**config.mk**
```make
export PLATFORM = sky130hd
export DESIGN_NAME = sqrt_req_arbiter_flat
export DESIGN_NICKNAME = d
export VERILOG_FILES = /design/src/rtl/sqrt_arb_pkg.sv /design/src/rtl/sqrt_req_arbiter_if.sv /design/src/rtl/sqrt_rr_pick2.sv /design/src/rtl/sqrt_req_arbiter.sv /design/src/flat_wrapper.sv
export SDC_FILE = /design/constraint.sdc
export NUM_CORES = 1
export LEC_CHECK = 0
export CORE_UTILIZATION = 40
export DETAILED_ROUTE_END_ITERATION = 6
export GPL_TIMING_DRIVEN = 0
export HOLD_SLACK_MARGIN = 0.06
export PLACE_DENSITY = 0.81
export REMOVE_ABC_BUFFERS = 1
export SYNTH_ARGS = -nofsm -noshare
export SYNTH_HDL_FRONTEND = slang
export SYNTH_SLANG_ARGS = --single-unit
```
**constraint.sdc**
```tcl
create_clock -name CLK -period 3.2 [get_ports CLK]
set_input_delay 0.64 -clock CLK [delete_from_list [all_inputs] [get_ports CLK]]
set_output_delay 0.64 -clock CLK [all_outputs]
set_load 0.005 [all_outputs]
```
**src/rtl/sqrt_arb_pkg.sv**
```systemverilog
// Shared defaults and FSM state encoding for the two-requester magnitude-engine arbiter.
package sqrt_arb_pkg;

   localparam int MAX_WIDTH_DEF      = 13;
   localparam int CADC_WIDTH_DEF     = 10;
   localparam int TIMEOUT_CYCLES_DEF = 512;

   typedef enum logic [1:0] {
      ST_IDLE = 2'd0,
      ST_ARM  = 2'd1,
      ST_RUN  = 2'd2,
      ST_RESP = 2'd3
   } arb_state_e;

endpackage

```
**src/rtl/sqrt_req_arbiter_if.sv**
```systemverilog
// Requester and engine signal bundle for sqrt_req_arbiter; slave = arbiter side, master = environment side.
interface sqrt_req_arbiter_if
   import sqrt_arb_pkg::*;
#(
   parameter int MAX_WIDTH  = MAX_WIDTH_DEF,
   parameter int CADC_WIDTH = CADC_WIDTH_DEF
);

   // Handshake: reqN is a level, sampled only while the arbiter is idle; operands must be
   // valid whenever reqN is high. ackN is a single-cycle pulse during which rsp_data/rsp_id/
   // rsp_err are valid; they then hold until the next ack. eng_enable rises once per job and
   // eng_done is honoured from the second enabled cycle on.
   logic                  req0;
   logic                  req1;
   logic [MAX_WIDTH-1:0]  x0;
   logic [MAX_WIDTH-1:0]  y0;
   logic [MAX_WIDTH-1:0]  x1;
   logic [MAX_WIDTH-1:0]  y1;
   logic [CADC_WIDTH-1:0] off0;
   logic [CADC_WIDTH-1:0] off1;
   logic                  ack0;
   logic                  ack1;
   logic [MAX_WIDTH-1:0]  rsp_data;
   logic                  rsp_id;
   logic                  rsp_err;
   logic                  eng_enable;
   logic [MAX_WIDTH-1:0]  eng_x;
   logic [MAX_WIDTH-1:0]  eng_y;
   logic [CADC_WIDTH-1:0] eng_offset;
   logic [MAX_WIDTH-1:0]  eng_fout;
   logic                  eng_done;

   modport slave (
      input  req0, req1, x0, y0, x1, y1, off0, off1, eng_fout, eng_done,
      output ack0, ack1, rsp_data, rsp_id, rsp_err, eng_enable, eng_x, eng_y, eng_offset
   );

   modport master (
      output req0, req1, x0, y0, x1, y1, off0, off1, eng_fout, eng_done,
      input  ack0, ack1, rsp_data, rsp_id, rsp_err, eng_enable, eng_x, eng_y, eng_offset
   );

endinterface

```
**src/rtl/sqrt_rr_pick2.sv**
```systemverilog
// Two-way round-robin pick: a sole requester wins, a tie goes to the one not served last.
module sqrt_rr_pick2 (
   input  logic req0,
   input  logic req1,
   input  logic last,
   output logic gnt_valid,
   output logic gnt_id
);

   always_comb begin
      gnt_valid = req0 | req1;
      gnt_id    = 1'b0;
      if (req0 && req1) begin
         gnt_id = ~last;
      end else if (req1) begin
         gnt_id = 1'b1;
      end
   end

endmodule

```
**src/rtl/sqrt_req_arbiter.sv**
```systemverilog
// Arbitrates two requesters onto one magnitude engine (IDLE->ARM->RUN->RESP).
// Optional RUN watchdog enabled by defining SQRT_ARB_TIMEOUT_EN.
module sqrt_req_arbiter
   import sqrt_arb_pkg::*;
#(
   parameter int MAX_WIDTH      = MAX_WIDTH_DEF,
   parameter int CADC_WIDTH     = CADC_WIDTH_DEF,
   parameter int TIMEOUT_CYCLES = TIMEOUT_CYCLES_DEF
) (
   input  logic               CLK,
   input  logic               RST,
   sqrt_req_arbiter_if.slave  bus,
   output arb_state_e         dbg_state
);

   if (TIMEOUT_CYCLES < 2) begin : g_timeout_chk
      $error("TIMEOUT_CYCLES must be at least 2");
   end

   arb_state_e            state_q, state_d;
   logic                  last_q, last_d;
   logic                  gnt_id_q, gnt_id_d;
   logic                  first_q, first_d;
   logic [MAX_WIDTH-1:0]  x_q, x_d;
   logic [MAX_WIDTH-1:0]  y_q, y_d;
   logic [CADC_WIDTH-1:0] off_q, off_d;
   logic [MAX_WIDTH-1:0]  rsp_data_q, rsp_data_d;
   logic                  rsp_id_q, rsp_id_d;

   logic pick_valid;
   logic pick_id;

   sqrt_rr_pick2 u_pick (
      .req0      (bus.req0),
      .req1      (bus.req1),
      .last      (last_q),
      .gnt_valid (pick_valid),
      .gnt_id    (pick_id)
   );

`ifdef SQRT_ARB_TIMEOUT_EN
   localparam int CNT_W = $clog2(TIMEOUT_CYCLES) + 1;
   logic [CNT_W-1:0] cnt_q, cnt_d;
   logic             rsp_err_q, rsp_err_d;
   logic             timeout_hit;

   assign timeout_hit = (cnt_q == CNT_W'(TIMEOUT_CYCLES - 1));

   always_comb begin
      cnt_d = cnt_q;
      if (state_q == ST_ARM) begin
         cnt_d = '0;
      end else if (state_q == ST_RUN) begin
         cnt_d = cnt_q + 1'b1;
      end
   end

   always_ff @(posedge CLK or posedge RST) begin
      if (RST) begin
         cnt_q     <= '0;
         rsp_err_q <= 1'b0;
      end else begin
         cnt_q     <= cnt_d;
         rsp_err_q <= rsp_err_d;
      end
   end
`else
   logic timeout_hit;
   assign timeout_hit = 1'b0;
`endif

   always_comb begin
      state_d    = state_q;
      last_d     = last_q;
      gnt_id_d   = gnt_id_q;
      first_d    = 1'b0;
      x_d        = x_q;
      y_d        = y_q;
      off_d      = off_q;
      rsp_data_d = rsp_data_q;
      rsp_id_d   = rsp_id_q;
`ifdef SQRT_ARB_TIMEOUT_EN
      rsp_err_d  = rsp_err_q;
`endif
      case (state_q)
         ST_IDLE: begin
            if (pick_valid) begin
               gnt_id_d = pick_id;
               x_d      = pick_id ? bus.x1   : bus.x0;
               y_d      = pick_id ? bus.y1   : bus.y0;
               off_d    = pick_id ? bus.off1 : bus.off0;
               state_d  = ST_ARM;
            end
         end
         ST_ARM: begin
            first_d = 1'b1;
            state_d = ST_RUN;
         end
         ST_RUN: begin
            // A done seen on the first enabled cycle belongs to the previous job.
            if (!first_q && bus.eng_done) begin
               rsp_data_d = bus.eng_fout;
               rsp_id_d   = gnt_id_q;
`ifdef SQRT_ARB_TIMEOUT_EN
               rsp_err_d  = 1'b0;
`endif
               state_d    = ST_RESP;
            end else if (timeout_hit) begin
               rsp_data_d = '0;
               rsp_id_d   = gnt_id_q;
`ifdef SQRT_ARB_TIMEOUT_EN
               rsp_err_d  = 1'b1;
`endif
               state_d    = ST_RESP;
            end
         end
         ST_RESP: begin
            last_d  = gnt_id_q;
            state_d = ST_IDLE;
         end
         default: state_d = ST_IDLE;
      endcase
   end

   always_ff @(posedge CLK or posedge RST) begin
      if (RST) begin
         state_q    <= ST_IDLE;
         last_q     <= 1'b1;
         gnt_id_q   <= 1'b0;
         first_q    <= 1'b0;
         x_q        <= '0;
         y_q        <= '0;
         off_q      <= '0;
         rsp_data_q <= '0;
         rsp_id_q   <= 1'b0;
      end else begin
         state_q    <= state_d;
         last_q     <= last_d;
         gnt_id_q   <= gnt_id_d;
         first_q    <= first_d;
         x_q        <= x_d;
         y_q        <= y_d;
         off_q      <= off_d;
         rsp_data_q <= rsp_data_d;
         rsp_id_q   <= rsp_id_d;
      end
   end

   // Decoded straight from state so reset kills enable and ack without waiting for a clock.
   assign bus.eng_enable = (state_q == ST_RUN);
   assign bus.ack0       = (state_q == ST_RESP) && !gnt_id_q;
   assign bus.ack1       = (state_q == ST_RESP) &&  gnt_id_q;
   assign bus.eng_x      = x_q;
   assign bus.eng_y      = y_q;
   assign bus.eng_offset = off_q;
   assign bus.rsp_data   = rsp_data_q;
   assign bus.rsp_id     = rsp_id_q;
`ifdef SQRT_ARB_TIMEOUT_EN
   assign bus.rsp_err    = rsp_err_q;
`else
   assign bus.rsp_err    = 1'b0;
`endif
   assign dbg_state      = state_q;

endmodule
```
**src/flat_wrapper.sv**
```systemverilog
// flat-port wrapper written by rule: the top's interface ports become plain ports
module sqrt_req_arbiter_flat import sqrt_arb_pkg::*;
#(
   parameter int MAX_WIDTH      = MAX_WIDTH_DEF,
   parameter int CADC_WIDTH     = CADC_WIDTH_DEF,
   parameter int TIMEOUT_CYCLES = TIMEOUT_CYCLES_DEF
)
  (CLK, RST, dbg_state, bus_req0, bus_req1, bus_x0, bus_y0, bus_x1, bus_y1, bus_off0, bus_off1, bus_eng_fout, bus_eng_done, bus_ack0, bus_ack1, bus_rsp_data, bus_rsp_id, bus_rsp_err, bus_eng_enable, bus_eng_x, bus_eng_y, bus_eng_offset);
  sqrt_req_arbiter_if #(.MAX_WIDTH(MAX_WIDTH), .CADC_WIDTH(CADC_WIDTH)) bus_i ();
  input  logic CLK;
  input  logic RST;
  output arb_state_e dbg_state;
  input wire logic [$bits(bus_i.req0)-1:0] bus_req0;
  input wire logic [$bits(bus_i.req1)-1:0] bus_req1;
  input wire logic [$bits(bus_i.x0)-1:0] bus_x0;
  input wire logic [$bits(bus_i.y0)-1:0] bus_y0;
  input wire logic [$bits(bus_i.x1)-1:0] bus_x1;
  input wire logic [$bits(bus_i.y1)-1:0] bus_y1;
  input wire logic [$bits(bus_i.off0)-1:0] bus_off0;
  input wire logic [$bits(bus_i.off1)-1:0] bus_off1;
  input wire logic [$bits(bus_i.eng_fout)-1:0] bus_eng_fout;
  input wire logic [$bits(bus_i.eng_done)-1:0] bus_eng_done;
  output wire logic [$bits(bus_i.ack0)-1:0] bus_ack0;
  output wire logic [$bits(bus_i.ack1)-1:0] bus_ack1;
  output wire logic [$bits(bus_i.rsp_data)-1:0] bus_rsp_data;
  output wire logic [$bits(bus_i.rsp_id)-1:0] bus_rsp_id;
  output wire logic [$bits(bus_i.rsp_err)-1:0] bus_rsp_err;
  output wire logic [$bits(bus_i.eng_enable)-1:0] bus_eng_enable;
  output wire logic [$bits(bus_i.eng_x)-1:0] bus_eng_x;
  output wire logic [$bits(bus_i.eng_y)-1:0] bus_eng_y;
  output wire logic [$bits(bus_i.eng_offset)-1:0] bus_eng_offset;
  assign bus_i.req0 = bus_req0;
  assign bus_i.req1 = bus_req1;
  assign bus_i.x0 = bus_x0;
  assign bus_i.y0 = bus_y0;
  assign bus_i.x1 = bus_x1;
  assign bus_i.y1 = bus_y1;
  assign bus_i.off0 = bus_off0;
  assign bus_i.off1 = bus_off1;
  assign bus_i.eng_fout = bus_eng_fout;
  assign bus_i.eng_done = bus_eng_done;
  assign bus_ack0 = bus_i.ack0;
  assign bus_ack1 = bus_i.ack1;
  assign bus_rsp_data = bus_i.rsp_data;
  assign bus_rsp_id = bus_i.rsp_id;
  assign bus_rsp_err = bus_i.rsp_err;
  assign bus_eng_enable = bus_i.eng_enable;
  assign bus_eng_x = bus_i.eng_x;
  assign bus_eng_y = bus_i.eng_y;
  assign bus_eng_offset = bus_i.eng_offset;
  sqrt_req_arbiter #(.MAX_WIDTH(MAX_WIDTH), .CADC_WIDTH(CADC_WIDTH), .TIMEOUT_CYCLES(TIMEOUT_CYCLES)) u_core (.CLK(CLK), .RST(RST), .bus(bus_i), .dbg_state(dbg_state));
endmodule
```
# Word-level counts from Yosys, hierarchy flattened
# Cells that the tools add are included.
[word_totals]
in_bits = 90
out_inout_bits = 56
elab_cells = 35
register_bits = 55
[op_classes]
n_mux = 9
bitwise_logic = 2
eq_ne = 5
n_reduce_logical = 10
[op_table]
columns = ["operator", "n"]
rows = [
  ["$mux 13", 2],
  ["$mux 10", 1],
  ["$pmux 2 s4", 1],
  ["$reduce_and 2->1", 3],
  ["$eq 2x2->1 const B", 2],
  ["$logic_and 1x1->1", 4],
  ["$mux 2", 2],
  ["$ne 2x1->1 const B", 2],
  ["$mux 1", 3],
  ["$eq 2x1->1 const B", 1],
  ["$logic_not 1->1", 2],
  ["$logic_not 2->1", 1],
  ["$not 1->1", 1],
  ["$or 1x1->1", 1],
]

# Logic depth before layout (Yosys ltp)
# Gate-level depths: netlist (run 1).
[depth]
depth_word = 4
ltp_mapped = 7
ltp_nobuf = 5

# Hierarchy
# Synthesis (run 1) repeated with hierarchy kept, for this count alone.
[hier_totals]
hier_cells = 213
area_unflattened_um2 = 2546.2
[by_module_without_submodules]
columns = ["module", "cells_each", "n_inst", "seq_area_each_um2", "area_per_inst_um2"]
rows = [
  ["sqrt_req_arbiter", 211, 1, 1377.6, 2532.4],
  ["sqrt_rr_pick2", 2, 1, 0.0, 13.8],
]

# Least setup slack after synthesis (run 1)
# No wires, ideal clock.
[synth_timing]
path_type = "register -> register"
startpoint = "register u_core.state_q[0] (netlist: u_core.dbg_state[0])"
endpoint = "register u_core.rsp_data_q[0] (netlist: u_core.bus.rsp_data[0])"
synth_period_minus_slack_ps = 1575
t_arrival_ps = 1450
n_path_buf = 1
path_slack_ps = 1625
required_time_ps = 3075
setup_ps = 125
path_stages_with_launch = 6
cell_sequence = "dfrtp_1 inv_1 ha_1 nand3b_1 buf_2 mux2_2"
[synth_via]
elab_chain_len = 2
[synth_rtl]
columns = ["item", "line", "text"]
rows = [
  ["start: declaration", "sqrt_req_arbiter.sv:20", "arb_state_e state_q, state_d;"],
  ["start signal: assignment", "sqrt_req_arbiter.sv:137", "state_q <= state_d;"],
  ["$eq 2x2->1", "sqrt_req_arbiter.sv:85", "case (state_q)"],
  ["$reduce_and 2->1 (no line)", "-", ""],
  ["end signal: assignment", "sqrt_req_arbiter.sv:144", "rsp_data_q <= rsp_data_d;"],
  ["end: declaration", "sqrt_req_arbiter.sv:27", "logic [MAX_WIDTH-1:0] rsp_data_q, rsp_data_d;"],
]
# Every way passes these cells.
# A chain may end at the register's enable or synchronous reset.

# Worst setup path after layout (run 1)
[layout_timing]
startpoint = "input port bus_req1"
endpoint = "register u_core.off_q[5] (netlist: u_core.bus.eng_offset[5])"
[layout_via]
elab_chain_len = 3
elab_cells_between_ends = 6
classes_between = "mux: 3; bitwise: 1; reduce/logical: 2"
[layout_rtl]
columns = ["item", "line", "text"]
rows = [
  ["start: declaration", "flat_wrapper.sv:14", "input wire logic [$bits(bus_i.req1)-1:0] bus_req1;"],
  ["$mux 1 / $logic_and 1x1->1 (equally long branches)", "sqrt_rr_pick2.sv:15, sqrt_rr_pick2.sv:13", ""],
  ["$mux 1", "sqrt_rr_pick2.sv:13", "if (req0 && req1) begin"],
  ["$mux 10", "sqrt_req_arbiter.sv:91", "off_d = pick_id ? bus.off1 : bus.off0;"],
  ["end signal: assignment", "sqrt_req_arbiter.sv:133", "off_q <= '0;"],
  ["end signal: assignment", "sqrt_req_arbiter.sv:143", "off_q <= off_d;"],
  ["end: declaration", "sqrt_req_arbiter.sv:26", "logic [CADC_WIDTH-1:0] off_q, off_d;"],
]
# Parallel ways exist; a longest one is shown, timed or not.

==> results of run 1 <==
[synthesized netlist by cell type]
cell type                   instances
sky130_fd_sc_hd__a21oi_1           72
sky130_fd_sc_hd__dfrtp_1           54
sky130_fd_sc_hd__nor2_1            38
sky130_fd_sc_hd__nand2_1           37
sky130_fd_sc_hd__mux2_2            16
sky130_fd_sc_hd__buf_4              9
sky130_fd_sc_hd__buf_2              7
sky130_fd_sc_hd__ha_1               5
sky130_fd_sc_hd__inv_1              3
sky130_fd_sc_hd__a21bo_2            1
sky130_fd_sc_hd__a21boi_4           1
sky130_fd_sc_hd__a22o_1             1
sky130_fd_sc_hd__a22oi_1            1
sky130_fd_sc_hd__a2bb2oi_1          1
sky130_fd_sc_hd__and2_1             1
sky130_fd_sc_hd__conb_1             1
sky130_fd_sc_hd__dfstp_2            1
sky130_fd_sc_hd__nand2b_1           1
sky130_fd_sc_hd__nand3b_1           1
sky130_fd_sc_hd__nor2b_1            1
sky130_fd_sc_hd__o21a_1             1
sky130_fd_sc_hd__o21ai_2            1
[power groups by stage]
| stage | clock, uW | sequential, uW | combinational, uW |
|---|---|---|---|
| 2_1_floorplan | 0 | 1280 | 685 |
| 3_3_place_gp | 0 | 1240 | 1690 |
| 3_5_place_dp | 0 | 1270 | 1760 |
| 4_1_cts | 375 | 1260 | 1770 |
| 5_1_grt | 405 | 1300 | 1910 |
| 6_report | 364 | 1260 | 1740 |
[cell type report]
type	count	area, sq um	area share [%]
clock buffers	7	76.32	1.890
clock inverters	1	5.005	0.1239
inverters	3	11.26	0.2788
multi-input cells	180	993.5	24.60
flip-flops and latches	55	1378	34.11
well taps	75	93.84	2.323
repair buffers	146	1481	36.68
[per-layer routing]
metal / vias up / wire, um
met4: 0 / 99
met5: - / 0
met3: 8 / 560
met2: 104 / 3418
met1: 1143 / 3021
li1: 1121 / -
[sequential cells by signal, indices dropped and copies added, names as in the netlist]
register	cells
u_core.bus.rsp_data	13
u_core.bus.eng_y	13
u_core.last_q	1
u_core.bus.eng_x	13
u_core.bus.rsp_id	1
u_core.dbg_state	2
u_core.bus.eng_offset	10
u_core.gnt_id_q	1
u_core.first_q	1
[worst register-to-register path, stage by stage (launching register included)]
cell	delay, ps
sky130_fd_sc_hd__dfrtp_1	440
sky130_fd_sc_hd__inv_1	130
sky130_fd_sc_hd__ha_1	300
sky130_fd_sc_hd__o21a_2	720
sky130_fd_sc_hd__nor2_1	80
sky130_fd_sc_hd__a21oi_1	210
[cell usage in the layout (no fill, tap or decap), drive strengths merged, types with 2 or more instances in the layout]
| cell | n |
|---|---|
| clkdlybuf4s50 | 144 |
| a21oi | 72 |
| dfrtp | 54 |
| nor2 | 38 |
| nand2 | 37 |
| mux2 | 16 |
| clkbuf | 7 |
| ha | 5 |
| inv | 3 |
| buf | 2 |
[per-stage QoR]
stage          hold WS [ps]  cell area, sq um
2_1_floorplan         504.2              2374
3_3_place_gp          486.2              3909
3_5_place_dp          492.3              3956
4_1_cts               514.4              4038
5_1_grt               526.3              4039
6_report              509.5              4039
[cell families after synthesis]
group / Yosys count / synth area share (%)
buffers and inverters: 19 / 4.598
other: 1 / 0.1514
AO/OA/AOI/OAI: 79 / 17.38
multiplexers: 16 / 7.276
adder cells (fa/ha/maj): 5 / 2.527
flip-flops: 55 / 55.63
AND/OR/NAND/NOR: 79 / 12.43
[worst min path at each step]
stage                                      start                endpoint  slack (ps)
after floorplan           u_core.bus.rsp_data[0]  u_core.bus.rsp_data[0]         500
after global placement    u_core.bus.rsp_data[7]  u_core.bus.rsp_data[7]         490
after detailed placement  u_core.bus.rsp_data[0]  u_core.bus.rsp_data[0]         490
after CTS                 u_core.bus.rsp_data[0]  u_core.bus.rsp_data[0]         510
after global routing      u_core.bus.rsp_data[0]  u_core.bus.rsp_data[0]         530
final                     u_core.bus.rsp_data[5]  u_core.bus.rsp_data[5]         510
==> metrics.log, run 1 <==
INFO  metric run_status = finished clean
INFO  metric hpwlAfterDp = 4954 um
INFO  metric power = 3369 uW
INFO  metric number_of_hold_violations_in_the_final_report = 0
INFO  metric setup.worst_path.start_class = input pin
INFO  metric detail_route.first_pass.iterations = 5
INFO  metric drc = 0
INFO  metric max_ir_drop_vdd = 0.4522 mV
INFO  metric ys.warnings.count = 0
INFO  metric synth_area = 2476 sq um
INFO  metric fillers = 481
INFO  metric seq_area_frac_synth = 55.63%
INFO  metric cts_root_buf = sky130_fd_sc_hd__clkbuf_8
INFO  metric crit_slowest_cell = sky130_fd_sc_hd__a21boi_4
INFO  metric antenna_cells_inserted = 0
INFO  metric post_synth.cell_area_avg = 9.749 sq um
INFO  metric detail-route-antenna-nets = 0
INFO  metric dieArea = 6509 sq um
INFO  metric timing.reg2reg.worst_path_depth = 5
INFO  metric slew-limit-headroom = 29.56%
INFO  metric postCtsResizedCells = 0
INFO  metric critical_path_arrival = 2530 ps
INFO  metric dr_total_vias = 2376
INFO  metric setup_slack = 866.5 ps
INFO  metric synth_area_leader_cell = sky130_fd_sc_hd__dfrtp_1
INFO  metric worst-slew-pin-transition = 1054 ps
INFO  metric place.port_buffers = 144
INFO  metric postSynthRegisterBits = 55
INFO  metric yosysTopAreaCellShare = 54.57%
INFO  metric cts_post_setup_buffers_inserted = 0
INFO  metric cp_data_required_time = 3400 ps
INFO  metric critical_path.reg2reg.startpoint = u_core.dbg_state[0]
INFO  metric clock_sinks = 55
INFO  metric finalWorstPathRequiredPeriod = 2333 ps
INFO  metric critical_path_class = in -> reg
INFO  metric switchingPower = 1120 uW
INFO  metric synth_cell_types = 22
INFO  metric crit_path_max_fanout = 37
INFO  metric worstReg2RegEnd = u_core.bus.eng_offset[5]
INFO  metric globalRouteMet3Util = 6.023%
INFO  metric detailedRoute.firstIterationViolations = 97
INFO  metric pin_count_of_the_biggest_net_entering_global_routing = 38
INFO  metric grt_setup_unrepaired = no
INFO  metric internal_power = 2249 uW
INFO  metric power_frac_comb = 51.7%
INFO  metric pwr_dens = 834.1 nW/um^2
INFO  metric seq_power_share = 37.5%
INFO  metric clockPowerShare = 10.8%
INFO  metric clkSlewWorstSetupHoldPaths = 90 ps
INFO  metric vias_per_cell = 5.088
INFO  metric critPathTopFamily = compound AO/OA/AOI/OAI gates
INFO  metric number_of_buffers_inserted_for_hold_repair_after_clock_tree_synthesis = 0
INFO  metric syn_inst = 254
INFO  metric hold_path_class = reg -> reg
INFO  metric finClkSkew = 6.474 ps
INFO  metric worstPathCellList = clkdlybuf4s50_1, a21boi_4, a21oi_1, a21oi_1
INFO  metric setup_viol_count_final = 0
INFO  metric gpl.final_weighted_congestion = 0.6978
INFO  metric overflow = 0
INFO  metric area_delta_synth_final = 63.11%
INFO  metric worstSetupEndpoint = u_core.bus.eng_offset[5]
INFO  metric global_route.usage.total = 22.05%
INFO  metric setup_tns = 0 ps
INFO  metric cts_htree_levels = 2
INFO  metric global_route.usage.met2 = 36.61%
INFO  metric critical_path_buf_inv_count = 1
INFO  metric timing_max_transition_violations_final = 0
INFO  metric tritoncts.num_buffers = 5
INFO  metric max_stage_delay = 880 ps
INFO  metric final.period_utilization = 72.92%
INFO  metric clock.fmax = 0.4285 GHz
INFO  metric place.detailed.instances = 459
INFO  metric wire_length_of_the_first_global_routing_pass = 10840 um
INFO  metric placementRows = 28
INFO  metric crit_cells = 4
INFO  metric cts_tree = done
INFO  metric detail_route.wirelength = 7101 um
INFO  metric grt_pass1_vias = 2213
INFO  metric timing.reg2reg.setup_slack = 1220 ps
INFO  metric global_route.usage.met1 = 27.90%
INFO  metric worstHoldPathCells = 1
INFO  metric worst_path_most_repeated_cell = sky130_fd_sc_hd__a21oi_1
INFO  metric avgRoutedWirePerCell = 15.21 um
INFO  metric final-instance-count-excl-fill = 467
INFO  metric core_region_area = 5956 sq um
INFO  metric finish.utilization = 67.82%
INFO  metric total_leakage_power = 0.001702 uW
INFO  metric crit_start = bus_req1
INFO  metric grt_antenna_before_repair = 0
INFO  metric floorplan.die.height = 80.68 um
INFO  metric end_kind = flop
INFO  metric initial_util = 41.58%
INFO  metric cap_violations = 0
INFO  metric design.portCount = 146
INFO  metric nets = 486
INFO  metric clk_path_buf_depth = 2
INFO  metric grt.busiest_layer = met2
INFO  metric post_route_cells_drive_above_1_share = 7.653%
INFO  metric worstSkewPairLatency = 290 ps
INFO  metric ys_top_cells_by_area = sky130_fd_sc_hd__dfrtp_1 55%, sky130_fd_sc_hd__a21oi_1 15%, sky130_fd_sc_hd__mux2_2 7.3%, sky130_fd_sc_hd__nor2_1 5.8%, sky130_fd_sc_hd__nand2_1 5.6%
INFO  metric switching_share = 33.25%
INFO  metric placement.setup.worst_slack = 419.2 ps
INFO  metric die_w = 80.68 um
No activity file was read; power rests on OpenSTA's default activity.
==> run 2: changes to the inputs <==
- CORE_UTILIZATION: 40 -> 34
- PLACE_DENSITY: 0.81 -> 0.73
- clock period: 3.2 -> 2 ns (I/O delays scaled with it)
==> metrics.log, run 2 (synthesized netlist as in run 1, its figures left out) <==
INFO  metric post_route_cells_drive_above_1_share = 10.05%
INFO  metric placementRows = 30
INFO  metric clk_path_buf_depth = 2
INFO  metric detail_route.wirelength = 7426 um
INFO  metric max_ir_drop_vdd = 0.5025 mV
INFO  metric pwr_dens = 1353 nW/um^2
INFO  metric vias_per_cell = 4.747
INFO  metric wire_length_of_the_first_global_routing_pass = 11230 um
INFO  metric core_region_area = 6907 sq um
INFO  metric timing_max_transition_violations_final = 0
INFO  metric critical_path_class = reg -> out
INFO  metric dieArea = 7628 sq um
INFO  metric end_kind = output port
INFO  metric fillers = 618
INFO  metric pin_count_of_the_biggest_net_entering_global_routing = 37
INFO  metric drc = 0
INFO  metric setup_tns = 0 ps
INFO  metric power = 5692 uW
INFO  metric layout.cells.most_common_list = 143 x sky130_fd_sc_hd__clkdlybuf4s50_1, 72 x sky130_fd_sc_hd__a21oi_1, 54 x sky130_fd_sc_hd__dfrtp_1
INFO  metric number_of_hold_violations_in_the_final_report = 0
INFO  metric die_w = 87.34 um
INFO  metric dr_total_vias = 2345
INFO  metric worstSkewPairLatency = 300 ps
INFO  metric tritoncts.num_buffers = 5
INFO  metric cts_htree_levels = 2
INFO  metric clock.fmax = 0.5059 GHz
INFO  metric detailedRoute.firstIterationViolations = 127
INFO  metric floorplan.die.height = 87.34 um
INFO  metric final.period_utilization = 98.83%
INFO  metric finalWorstPathRequiredPeriod = 1977 ps
INFO  metric cp_data_required_time = 1600 ps
INFO  metric finClkSkew = 7.328 ps
INFO  metric hold_path_class = in -> async
INFO  metric run_status = finished clean
INFO  metric placement.setup.worst_slack = -551.0 ps
INFO  metric design.portCount = 146
INFO  metric critical_path_arrival = 1580 ps
INFO  metric nets = 492
INFO  metric clkSlewWorstSetupHoldPaths = 100 ps
INFO  metric place.port_buffers = 144
INFO  metric worst-slew-pin-transition = 653.2 ps
INFO  metric mostFrequentLayoutCell = sky130_fd_sc_hd__clkdlybuf4s50_1
INFO  metric hpwlAfterDp = 5057 um
INFO  metric global_route.usage.total = 19.32%
INFO  metric detail_route.first_pass.iterations = 6
INFO  metric total_leakage_power = 0.001780 uW
INFO  metric cts_root_buf = sky130_fd_sc_hd__clkbuf_8
INFO  metric detail-route-antenna-nets = 0
INFO  metric antenna_cells_inserted = 0
INFO  metric overflow = 0
INFO  metric grt_antenna_before_repair = 0
INFO  metric setup_viol_count_final = 0
INFO  metric cts_tree = done
INFO  metric initial_util = 35.85%
INFO  metric cap_violations = 0
INFO  metric crit_path_max_fanout = 3
INFO  metric avgRoutedWirePerCell = 15.03 um
INFO  metric clock_sinks = 55
INFO  metric grt_pass1_vias = 2341
INFO  metric setup.worst_path.start_class = flop
INFO  metric gpl.final_weighted_congestion = 0.7110
INFO  metric setup_slack = 23.34 ps
INFO  metric slew-limit-headroom = 56.34%
INFO  metric area_delta_synth_final = 69.83%
[run 2: through the flow]
stage | instances | util (%) | instance area [sq um] | hold slack (ps)
floorplan | 238 | - | 2374 | 504.2
global placement | 478 | 56.97 | 3935 | 485.7
detailed placement | 480 | 57.77 | 3990 | 491.5
CTS | 491 | 59.98 | 4143 | 498.0
global route | 494 | 60.89 | 4205 | 525.4
finish | 494 | 60.89 | 4205 | 483.7
[run 2: worst paths after layout]
path                                                  to  depth (start not counted)  slack [ps]                     from
max in group asynchronous                  u_core.last_q                          3         880                      RST
worst min-delay path            u_core.bus.eng_offset[7]                          2         480                      RST
worst max-delay path                            bus_ack1                          3          20      u_core.dbg_state[0]
worst max register to register    u_core.bus.rsp_data[5]                          4         190      u_core.dbg_state[0]
min in group CLK                 u_core.bus.rsp_data[12]                          1         510  u_core.bus.rsp_data[12]
worst min register to register   u_core.bus.rsp_data[12]                          1         510  u_core.bus.rsp_data[12]
[run 2: cell type report]
| class | instances | area, sq um | area share (%) |
|---|---|---|---|
| Timing Repair Buffer | 151 | 1541 | 36.66 |
| Clock inverter | 2 | 35.03 | 0.8331 |
| Sequential cell | 55 | 1378 | 32.76 |
| Multi-Input combinational cell | 181 | 1037 | 24.67 |
| Tap cell | 96 | 120.1 | 2.856 |
| Inverter | 3 | 11.26 | 0.2678 |
| Clock buffer | 6 | 82.58 | 1.964 |
[run 2: report_power, final]
part	leakage, uW	internal (uW)	switching (uW)
sequential	0.000627	1690	313
clock	0.0000612	406	361
combinational	0.00109	1770	1160
total	0.00178	3860	1830
[run 2: repair_timing]
action | CTS | global route
resized for setup | 2 | 6
hold buffers | 0 | 0
pin swaps | 0 | 2
gates cloned | 1 | 0
endpoints found under the setup margin | 38 | 38
setup buffers | 2 | 3
[run 2: critical path, cell delays in order (launching register included)]
cell and delay (ps):
sky130_fd_sc_hd__dfrtp_1 470, sky130_fd_sc_hd__ha_4 180, sky130_fd_sc_hd__and2_1 130, sky130_fd_sc_hd__clkdlybuf4s50_1 490
[run 2: metal layers]
metal / track usage [%] / part of all wire, % / wire, um
met4: 3.726 / 0.62 / 46
met1: 22.34 / 39 / 2917
met2: 35.01 / 51 / 3783
met5: 0 / 0 / 0
met3: 6.161 / 9.2 / 680
==> run 3: changes to the inputs <==
--- a/config.mk
+++ b/config.mk
@@ -10,5 +10,5 @@
 export GPL_TIMING_DRIVEN = 0
 export HOLD_SLACK_MARGIN = 0.06
-export PLACE_DENSITY = 0.73
+export PLACE_DENSITY = 0.78
 export REMOVE_ABC_BUFFERS = 1
 export SYNTH_ARGS = -nofsm -noshare
==> constraint.sdc (replaced) <==
create_clock -name CLK -period 2 [get_ports CLK]
set_input_delay 0.2 -clock CLK [delete_from_list [all_inputs] [get_ports CLK]]
set_output_delay 0.2 -clock CLK [all_outputs]
set_load 0.005 [all_outputs]
==> metrics.log, run 3 (synthesized netlist as in run 1, its figures left out) <==
INFO  metric antenna_cells_inserted = 0
INFO  metric placement.setup.worst_slack = -339.8 ps
INFO  metric critical_path_arrival = 2020 ps
INFO  metric die_w = 87.34 um
INFO  metric crit_path_max_fanout = 14
INFO  metric clk_path_buf_depth = 2
INFO  metric mostFrequentLayoutCell = sky130_fd_sc_hd__clkdlybuf4s50_1
INFO  metric drc = 0
INFO  metric worstSkewPairLatency = 300 ps
INFO  metric pwr_dens = 1313 nW/um^2
INFO  metric core_region_area = 6907 sq um
INFO  metric initial_util = 35.85%
INFO  metric cts_htree_levels = 2
INFO  metric design.portCount = 146
INFO  metric placementRows = 30
INFO  metric fillers = 640
INFO  metric hpwlAfterDp = 4973 um
INFO  metric end_kind = flop
INFO  metric setup_viol_count_final = 0
INFO  metric layout.cells.most_common_list = 144 x sky130_fd_sc_hd__clkdlybuf4s50_1, 72 x sky130_fd_sc_hd__a21oi_1, 54 x sky130_fd_sc_hd__dfrtp_1
INFO  metric pin_count_of_the_biggest_net_entering_global_routing = 38
INFO  metric critical_path_class = reg -> reg
INFO  metric power = 5364 uW
INFO  metric cts_tree = done
INFO  metric grt_pass1_vias = 2311
INFO  metric clock_sinks = 55
INFO  metric setup_tns = 0 ps
INFO  metric timing_max_transition_violations_final = 0
INFO  metric overflow = 0
INFO  metric cts_post_setup_buffers_inserted = 0
INFO  metric setup_slack = 164.2 ps
INFO  metric avgRoutedWirePerCell = 13.90 um
INFO  metric detailedRoute.firstIterationViolations = 89
INFO  metric final-instance-count-excl-fill = 487
INFO  metric nets = 486
INFO  metric detail_route.first_pass.iterations = 4
INFO  metric cp_data_required_time = 2180 ps
INFO  metric slew-limit-headroom = 31.17%
INFO  metric place.port_buffers = 144
INFO  metric cap_violations = 0
INFO  metric clkSlewWorstSetupHoldPaths = 100 ps
INFO  metric cts_root_buf = sky130_fd_sc_hd__clkbuf_8
INFO  metric detail_route.wirelength = 6767 um
INFO  metric detail-route-antenna-nets = 0
INFO  metric tritoncts.num_buffers = 5
INFO  metric floorplan.die.height = 87.34 um
INFO  metric gpl.final_weighted_congestion = 0.7066
INFO  metric timing.reg2reg.setup_slack = 160 ps
INFO  metric wire_length_of_the_first_global_routing_pass = 10810 um
INFO  metric post_route_cells_drive_above_1_share = 7.928%
INFO  metric critical_path.reg2reg.startpoint = u_core.dbg_state[0]
INFO  metric run_status = finished clean
INFO  metric setup.worst_path.start_class = flop
INFO  metric vias_per_cell = 4.747
INFO  metric final.period_utilization = 91.79%
INFO  metric worst-slew-pin-transition = 1030 ps
INFO  metric finalWorstPathRequiredPeriod = 1836 ps
INFO  metric dr_total_vias = 2312
INFO  metric clock.fmax = 0.5447 GHz
INFO  metric number_of_hold_violations_in_the_final_report = 0
INFO  metric global_route.usage.total = 18.25%
INFO  metric grt_antenna_before_repair = 0
INFO  metric timing.reg2reg.worst_path_depth = 4
INFO  metric area_delta_synth_final = 64.98%
INFO  metric dieArea = 7628 sq um
INFO  metric total_leakage_power = 0.001711 uW
INFO  metric grt_setup_unrepaired = no
INFO  metric hold_path_class = in -> async
INFO  metric place.detailed.instances = 480
INFO  metric max_ir_drop_vdd = 0.4916 mV
INFO  metric finish.utilization = 59.15%
INFO  metric worstReg2RegEnd = u_core.bus.rsp_data[1]
INFO  metric number_of_buffers_inserted_for_hold_repair_after_clock_tree_synthesis = 0
INFO  metric finClkSkew = 13.27 ps
-- run 3: changes by cell type in the layout (fill, tap and decap cells not counted), sizes merged --
cell / previous run / this run
a21boi: 2 / 1
buf: 7 / 2
bufinv: 1 / 0
clkdlybuf4s50: 143 / 144
dlymetal6s2s: 1 / 0
-- run 3: worst max path at each step --
stage,start,to,slack [ps],cells after the start
after global placement,RST,u_core.bus.eng_x[12],-610,2
after floorplan,u_core.dbg_state[0],u_core.bus.eng_offset[0],290,5
after CTS,u_core.dbg_state[0],u_core.bus.eng_y[0],90,5
after detailed placement,bus_req0,u_core.bus.eng_y[0],-340,4
final,u_core.dbg_state[0],u_core.bus.rsp_data[1],160,4
after global routing,u_core.dbg_state[0],u_core.bus.rsp_data[11],30,4
-- run 3: report_power, final --
part           internal (uW)  switching [uW]  leakage [uW]  total, uW
Sequential              1690             305      0.000627       1990
Clock                    273             332     0.0000470        604
Combinational           1680            1090       0.00104       2770
Total                   3640            1720       0.00171       5360
-- run 3: cell type report --
| type | instances | area [sq um] | share of cell area, % |
|---|---|---|---|
| timing repair buffer | 146 | 1489 | 36.45 |
| multi-input combinational | 180 | 999.7 | 24.47 |
| sequential | 55 | 1378 | 33.72 |
| clock buffer | 6 | 82.58 | 2.021 |
| clock inverter | 1 | 5.005 | 0.1225 |
| tap | 96 | 120.1 | 2.940 |
| inverter | 3 | 11.26 | 0.2757 |
-- run 3: what timing repair did --
| item | CTS | global route |
|---|---|---|
| gates resized for setup | 1 | 1 |
| endpoints found under the setup margin | 36 | 14 |
| hold endpoints to repair | 0 | 0 |
-- run 3: stage by stage --
stage | hold WS (ps) | cell area, sq um
5_1_grt | 382.0 | 4085
4_1_cts | 323.5 | 4079
3_3_place_gp | 485.0 | 3935
6_report | 304.3 | 4085
3_5_place_dp | 491.5 | 3990
2_1_floorplan | 328.9 | 2374
-- run 3: metal layers --
metal	vias to the layer above	part of all wire, %	global-route usage (%)
met3	4	9.2	7.393
li1	1120	-	-
met2	93	50	31.46
met1	1095	40	20.96
met5	-	0	0
met4	0	0.72	4.769
-- run 3: critical path, cell delays in order, from the launching register on --
cell and delay [ps]:
sky130_fd_sc_hd__dfrtp_1 440, sky130_fd_sc_hd__inv_1 120, sky130_fd_sc_hd__ha_1 210, sky130_fd_sc_hd__nand3b_1 490, sky130_fd_sc_hd__mux2_2 470
